### src/rtl/bk_pkg.sv
// Shared definitions for the Brent-Kung adder result path: bus widths, the
// accumulator FSM states and a helper that widens the adder bus.
package bk_pkg;

    localparam int unsigned BK_SUM_W  = 13;
    localparam int unsigned BK_DATA_W = 12;
    localparam int unsigned BK_WIDE_W = 64;

    typedef enum logic [1:0] {
        IDLE  = 2'd0,
        ACCUM = 2'd1,
        HOLD  = 2'd2
    } bk_state_e;

    // Zero-extend the adder bus (carry in the MSB) to the widest supported accumulator.
    function automatic logic [BK_WIDE_W-1:0] bk_widen(input logic [BK_SUM_W-1:0] sum);
        return BK_WIDE_W'(sum);
    endfunction

endpackage

### src/rtl/bk_sum_accumulator.sv
// Frame accumulator behind the 12-bit Brent-Kung adder: sums adder results over a
// programmable frame and presents total, beat count and sticky overflow on a valid/ready port.
module bk_sum_accumulator
    import bk_pkg::*;
#(
    parameter int unsigned SUM_W = BK_SUM_W,
    parameter int unsigned ACC_W = 20,
    parameter int unsigned CNT_W = 8
) (
    input  logic             clk,
    input  logic             rst,
    input  logic             in_valid,
    output logic             in_ready,
    input  logic [SUM_W-1:0] in_sum,
    input  logic             in_last,
    input  logic [CNT_W-1:0] frame_len,
    output logic             out_valid,
    input  logic             out_ready,
    output logic [ACC_W-1:0] out_acc,
    output logic [CNT_W-1:0] out_count,
    output logic             out_ovf
);

    bk_state_e        state_q, state_d;
    logic [ACC_W-1:0] acc_q, acc_d;
    logic [CNT_W-1:0] cnt_q, cnt_d;
    logic [CNT_W-1:0] len_q, len_d;
    logic             ovf_q, ovf_d;
    logic             in_ready_q, in_ready_d;
    logic             out_valid_q, out_valid_d;

    logic             accept;
    logic [ACC_W-1:0] in_wide;
    logic [ACC_W:0]   sum_ext;
    logic [CNT_W-1:0] first_len;
    logic [CNT_W-1:0] cnt_inc;

    assign accept    = in_valid & in_ready_q;
    assign in_wide   = ACC_W'(bk_widen(BK_SUM_W'(in_sum)));
    assign sum_ext   = {1'b0, acc_q} + {1'b0, in_wide};
    assign first_len = (frame_len == '0) ? CNT_W'(1) : frame_len;
    assign cnt_inc   = cnt_q + CNT_W'(1);

    // Next-state and datapath update; every register holds unless a beat or handoff occurs.
    always_comb begin
        state_d = state_q;
        acc_d   = acc_q;
        cnt_d   = cnt_q;
        len_d   = len_q;
        ovf_d   = ovf_q;
        case (state_q)
            IDLE: begin
                if (accept) begin
                    len_d   = first_len;
                    acc_d   = in_wide;
                    cnt_d   = CNT_W'(1);
                    ovf_d   = 1'b0;
                    state_d = (in_last || first_len == CNT_W'(1)) ? HOLD : ACCUM;
                end
            end
            ACCUM: begin
                if (accept) begin
                    acc_d   = sum_ext[ACC_W-1:0];
                    ovf_d   = ovf_q | sum_ext[ACC_W];
                    cnt_d   = cnt_inc;
                    state_d = (in_last || cnt_inc == len_q) ? HOLD : ACCUM;
                end
            end
            HOLD: begin
                if (out_ready) begin
                    state_d = IDLE;
                end
            end
            default: state_d = IDLE;
        endcase
        in_ready_d  = (state_d != HOLD);
        out_valid_d = (state_d == HOLD);
    end

    always_ff @(posedge clk) begin
        if (rst) begin
            state_q     <= IDLE;
            acc_q       <= '0;
            cnt_q       <= '0;
            len_q       <= '0;
            ovf_q       <= 1'b0;
            in_ready_q  <= 1'b1;
            out_valid_q <= 1'b0;
        end else begin
            state_q     <= state_d;
            acc_q       <= acc_d;
            cnt_q       <= cnt_d;
            len_q       <= len_d;
            ovf_q       <= ovf_d;
            in_ready_q  <= in_ready_d;
            out_valid_q <= out_valid_d;
        end
    end

    assign in_ready  = in_ready_q;
    assign out_valid = out_valid_q;
    assign out_acc   = acc_q;
    assign out_count = cnt_q;
    assign out_ovf   = ovf_q;

endmodule

### config.mk
export PLATFORM = sky130hd
export DESIGN_NAME = bk_sum_accumulator
export DESIGN_NICKNAME = d
export VERILOG_FILES = /design/src/rtl/bk_pkg.sv /design/src/rtl/bk_sum_accumulator.sv
export SDC_FILE = /design/constraint.sdc
export NUM_CORES = 1
export LEC_CHECK = 0
export CAP_MARGIN = 20
export CORE_MARGIN = 2
export CORE_UTILIZATION = 50
export CTS_CLUSTER_DIAMETER = 120
export DETAILED_ROUTE_END_ITERATION = 10
export GPL_ROUTABILITY_DRIVEN = 0
export PLACE_DENSITY = 0.79
export SETUP_SLACK_MARGIN = 0.5
export SYNTH_ARGS = -nofsm -noshare
export SYNTH_HDL_FRONTEND = slang
export SYNTH_SLANG_ARGS = --single-unit
### constraint.sdc
create_clock -name clk -period 6.3 [get_ports clk]
set_input_delay 1.575 -clock clk [delete_from_list [all_inputs] [get_ports clk]]
set_output_delay 1.575 -clock clk [all_outputs]
set_load 0.03 [all_outputs]
# --- Word-level counts from Yosys, hierarchy flattened ---
# Index checks and enable logic that the tools add are counted.
op_classes:
  n_addsub: 2
  eq_ne: 8
  mux: 16
  n_bitwise: 2
  reduce_logical: 7
op_table:
  columns: ["cell", "count"]
  rows:
  - ["two-way mux 20 bit", 2]
  - ["one-hot mux 20 bit (2 select lines)", 1]
  - ["two-way mux 8 bit", 3]
  - ["adder 20 x 13 -> 21 bit", 1]
  - ["one-hot mux 8 bit (2 select lines)", 1]
  - ["two-way mux 2 bit", 5]
  - ["adder 8 x 1 -> 8 bit (second input constant)", 1]
  - ["equality test 8 x 1 -> 1 bit (second input constant)", 1]
  - ["equality test 8 bit", 1]
  - ["zero test 8 bit", 1]
  - ["inequality test 2 bit (second input constant)", 3]
  - ["one-hot mux 2 bit (3 select lines)", 1]
  - ["equality test 2 bit (second input constant)", 2]
  - ["AND reduction 3 bit", 1]
  - ["equality test 2 x 1 -> 1 bit (second input constant)", 1]
  - ["zero test 2 bit", 1]
  - ["logical OR 1 bit", 2]
  - ["two-way mux 1 bit", 2]
  - ["one-hot mux 1 bit (2 select lines)", 1]
  - ["AND reduction 2 bit", 1]
  - ["nonzero test 2 bit", 1]
  - ["AND 1 bit", 1]
  - ["OR 1 bit", 1]
word_totals:
  ff_bits: 41
  out_inout_bits: 31
  elab_cells: 42

# --- Depth between registers and ports, before layout ---
depth:
  depth_word: 8
  mapped_depth: 8
  ltp_nobuf: 8

# --- Worst setup path after synthesis ---
# No wires, ideal clock.
synth_timing:
  kind: "in2reg"
  from: "input in_sum[0]"
  to: "register acc_q[14], in the netlist out_acc[14]"
  setup_time_ns: 0.060
  arrival_time_ns: 3.188
  setup_slack_ns: 3.053
  path_stages: 8
  path_buffers: 0
  cell_sequence: "ha_1 > fa_1 > a21oi_1 > nor2_1 > o211ai_1 > a21oi_1 > a311oi_1 > a41o_1"
synth_via:
  elab_chain_len: 3
synth_lines:
  columns: ["item", "line", "text"]
  rows:
  - ["start: declaration", "bk_sum_accumulator.sv:14", "input logic [SUM_W-1:0] in_sum,"]
  - ["adder 20 x 13 -> 21 bit", "bk_sum_accumulator.sv:40", "assign sum_ext = {1'b0, acc_q} + {1'b0, in_wide};"]
  - ["two-way mux 20 bit", "bk_sum_accumulator.sv:62", "if (accept) begin"]
  - ["one-hot mux 20 bit (2 select lines)", "bk_sum_accumulator.sv:51", "case (state_q)"]
  - ["end signal: assignment", "bk_sum_accumulator.sv:83", "acc_q <= '0;"]
  - ["end signal: assignment", "bk_sum_accumulator.sv:91", "acc_q <= acc_d;"]
  - ["end: declaration", "bk_sum_accumulator.sv:25", "logic [ACC_W-1:0] acc_q, acc_d;"]
# No other way between the ends. The select of a mux whose other input is x is not followed.
# A chain may end at the register's enable or synchronous reset.

# --- Final worst setup path ---
# Ends and elaborated chain as after synthesis.

==> results.py <==
metrics = {
    "synth": {
        "syn_nets": 388,
        "yosysWarnings": 0,
        "async_flop_share_pct": 0,
        "yosysUniqueCellTypes": 56,
        "yosysSeqAreaShare_pct": 30.4,
        "synth_area_um2": 2700,
        "synthCells": 347,
        "ys_ff_latch": 41,
        "synthTopCellsByArea": "dfxtp_1 30%, a21oi_1 7.1%, nor2_1 6.8%",
        "yosysTopAreaCell": "dfxtp_1",
        "synth-edff-count": 0,
        "synth_top_area_share_pct": 30.4,
        "syn_area_per_cell_um2": 7.77,
        "synthFlopType": "dfxtp_1",
    },
    "clock_network": {
        "cts_root_buf": "clkbuf_8",
        "post-cts-setup-buffers": 0,
        "cts.sinks": 41,
        "cts.clk_slew.worst_paths_ns": 0.09,
        "htreeDepth": 2,
        "cts.repair.resized": 0,
        "tritoncts": "yes",
        "cts_hold_buf": 0,
        "clock_path_buffers": 2,
        "clk_latency_ns": 0.30,
        "cts_made_buffers": 5,
    },
    "critical_path": {
        "r2r_start": "state_q[0]",
        "critPathMaxFanout": 5,
        "end_kind": "flop",
        "r2r_cells": 4,
        "cp-start-kind": "primary input",
        "crit_type": "primary input to flop",
        "r2r-end": "out_count[7]",
        "arrival_ns": 4.00,
        "reg2reg_slack_ns": 3.83,
        "cp.required_ns": 6.55,
    },
    "placement": {
        "dp_hpwl_um": 4910,
        "dp_slack_ns": 2.25,
        "port_buffers": 56,
    },
    "drt": {
        "first_pass_iters": 4,
        "drc": 0,
        "wirelength_um": 6650,
        "via_per_inst": 5.73,
        "wl_per_cell_um": 14.4,
        "drt_iter0_markers": 192,
        "drtAntennaViolNets": 0,
        "via_count": 2649,
    },
    "timing": {
        "fmax_mhz": 267,
        "skew_ns": 0.0107,
        "fin_tns_setup_ns": 0,
        "finalSetupViolations": 0,
        "rsz0062_at_grt": "no",
        "worst_slack_ns": 2.55,
        "final_hold_viol_count": 0,
        "slew_headroom_pct": 36.8,
        "period_share_pct": 59.5,
        "period_needed_ns": 3.75,
        "tightest_slew_ns": 0.945,
        "maxSlewViolCount": 0,
    },
    "pwr": {
        "swShare_pct": 32.1,
        "pwr_density_cell_nw_per_um2": 232,
        "peakVddDrop_mv": 0.153,
        "p_switching_mw": 0.253,
        "finalPower_mw": 0.786,
        "internal_power_mw": 0.534,
        "clkPwrFrac_pct": 33.1,
        "p_leak_nw": 1.25,
        "power_frac_comb_pct": 28.9,
        "p_seq_share_pct": 38.0,
    },
    "floorplanning": {
        "core_area_um2": 5170,
        "die_h_um": 77.5,
        "initial_core_util_pct": 52.2,
        "die_w_um": 77.5,
        "die-area_um2": 6000,
        "row_count": 26,
        "pin_count": 57,
    },
    "finish": {
        "most-common-layout-cells": "56 x clkdlybuf4s50_1, 49 x nor2_1, 41 x dfxtp_1",
        "area_growth_pct": 25.6,
        "antenna_cells": 0,
        "drive_gt1_share_pct": 4.59,
        "final_common_cell": "clkdlybuf4s50_1",
        "nets": 432,
    },
    "run": {
        "max-cap-violations": 0,
    },
    "worst_hold_path": {
        "hp-start": "len_q[1]",
        "hp-class": "flop to flop",
        "holdPathStages": 2,
        "holdPathEnd": "len_q[1]",
    },
    "global_routing": {
        "antenna_found_initial": 0,
        "grt_pass1_wl_um": 11400,
        "grt_max_degree": 35,
        "grt_pass1_vias": 2442,
        "grt_usage_pct": 23.4,
        "grt-ovfl-total": 0,
    },
    "outcome": {
        "status": "finished, final reports clean",
    },
}
routing by layer:
| layer | track usage [%] | part of all wire [%] |
|---|---|---|
| met5 | 0 | 0 |
| met2 | 39.6 | 49 |
| met4 | 6.79 | 1.2 |
| met1 | 30.7 | 46 |
| met3 | 3.84 | 4.0 |
through the flow:
stage / cells / instance area (µm²) / hold WS, ns / util [%]
2_1_floorplan: 347 / 2700 / 0.435 / -
3_3_place_gp: 454 / 3250 / 0.460 / 62.8
3_5_place_dp: 454 / 3250 / 0.468 / 62.8
4_1_cts: 462 / 3390 / 0.482 / 65.5
5_1_grt: 462 / 3390 / 0.512 / 65.5
6_report: 462 / 3390 / 0.486 / 65.5
Yosys cell counts (3+ instances only):
cell / n
nor2_1: 49
dfxtp_1: 41
a21oi_1: 38
nand2_1: 37
clkbuf_1: 14
ha_1: 14
o21ai_0: 13
a211oi_1: 12
xnor2_1: 12
nor3_1: 11
inv_1: 7
nor3b_1: 7
nand3_1: 6
xor2_1: 6
a221oi_1: 5
mux2i_1: 5
nand2b_1: 5
a31oi_1: 4
nand4_1: 4
nor2b_1: 4
o22ai_1: 4
a21o_1: 3
a311oi_1: 3
o211ai_1: 3
kinds of logic after synthesis:
kind of cell	Yosys count	synth area share (%)
mux	5	1.86
buf+inv	27	4.78
xor+xnor	18	5.84
simple gates	141	26.1
fa+ha+maj	15	7.24
compound gates	100	23.8
flops	41	30.4
power groups by stage:
stage	logic (mW)	clock network [mW]	registers (mW)
after global placement	0.223	0	0.304
after global routing	0.251	0.277	0.302
after detailed placement	0.227	0	0.304
after floorplan	0.141	0	0.318
after CTS	0.228	0.265	0.299
final	0.228	0.260	0.299
flip-flops by register name, indices dropped and copies added (netlist names):
| register | cells |
|---|---|
| state_q | 2 |
| out_ovf | 1 |
| in_ready | 1 |
| out_valid | 1 |
| out_acc | 20 |
| out_count | 8 |
| len_q | 8 |
cell type report:
| cell class | count | area, µm² |
|---|---|---|
| multi-input cells | 279 | 1750 |
| clock buffers | 5 | 68.8 |
| well taps | 70 | 87.6 |
| fillers | 464 | 1780 |
| repair buffers | 57 | 568 |
| inverters | 7 | 26.3 |
| clock inverters | 3 | 68.8 |
| flip-flops and latches | 41 | 821 |
critical path: stages:
cell	delay [ns]
clkdlybuf4s50_1	0.42
ha_1	0.24
fa_1	0.41
a21oi_1	0.20
nor2_1	0.12
o211ai_1	0.30
a21oi_1	0.23
a311oi_1	0.37
a41o_1	0.13
worst max path at each step:
stage	start	end	slack, ns	cells after the start
after detailed placement	in_valid	in_ready	2.25	5
after CTS	in_valid	in_ready	2.55	5
after global routing	in_sum[0]	out_acc[14]	2.33	9
after global placement	in_valid	in_ready	2.30	5
final	in_sum[0]	out_acc[14]	2.55	9
after floorplan	in_sum[0]	out_acc[14]	3.05	8
No activity file was read; power rests on OpenSTA's default activity.
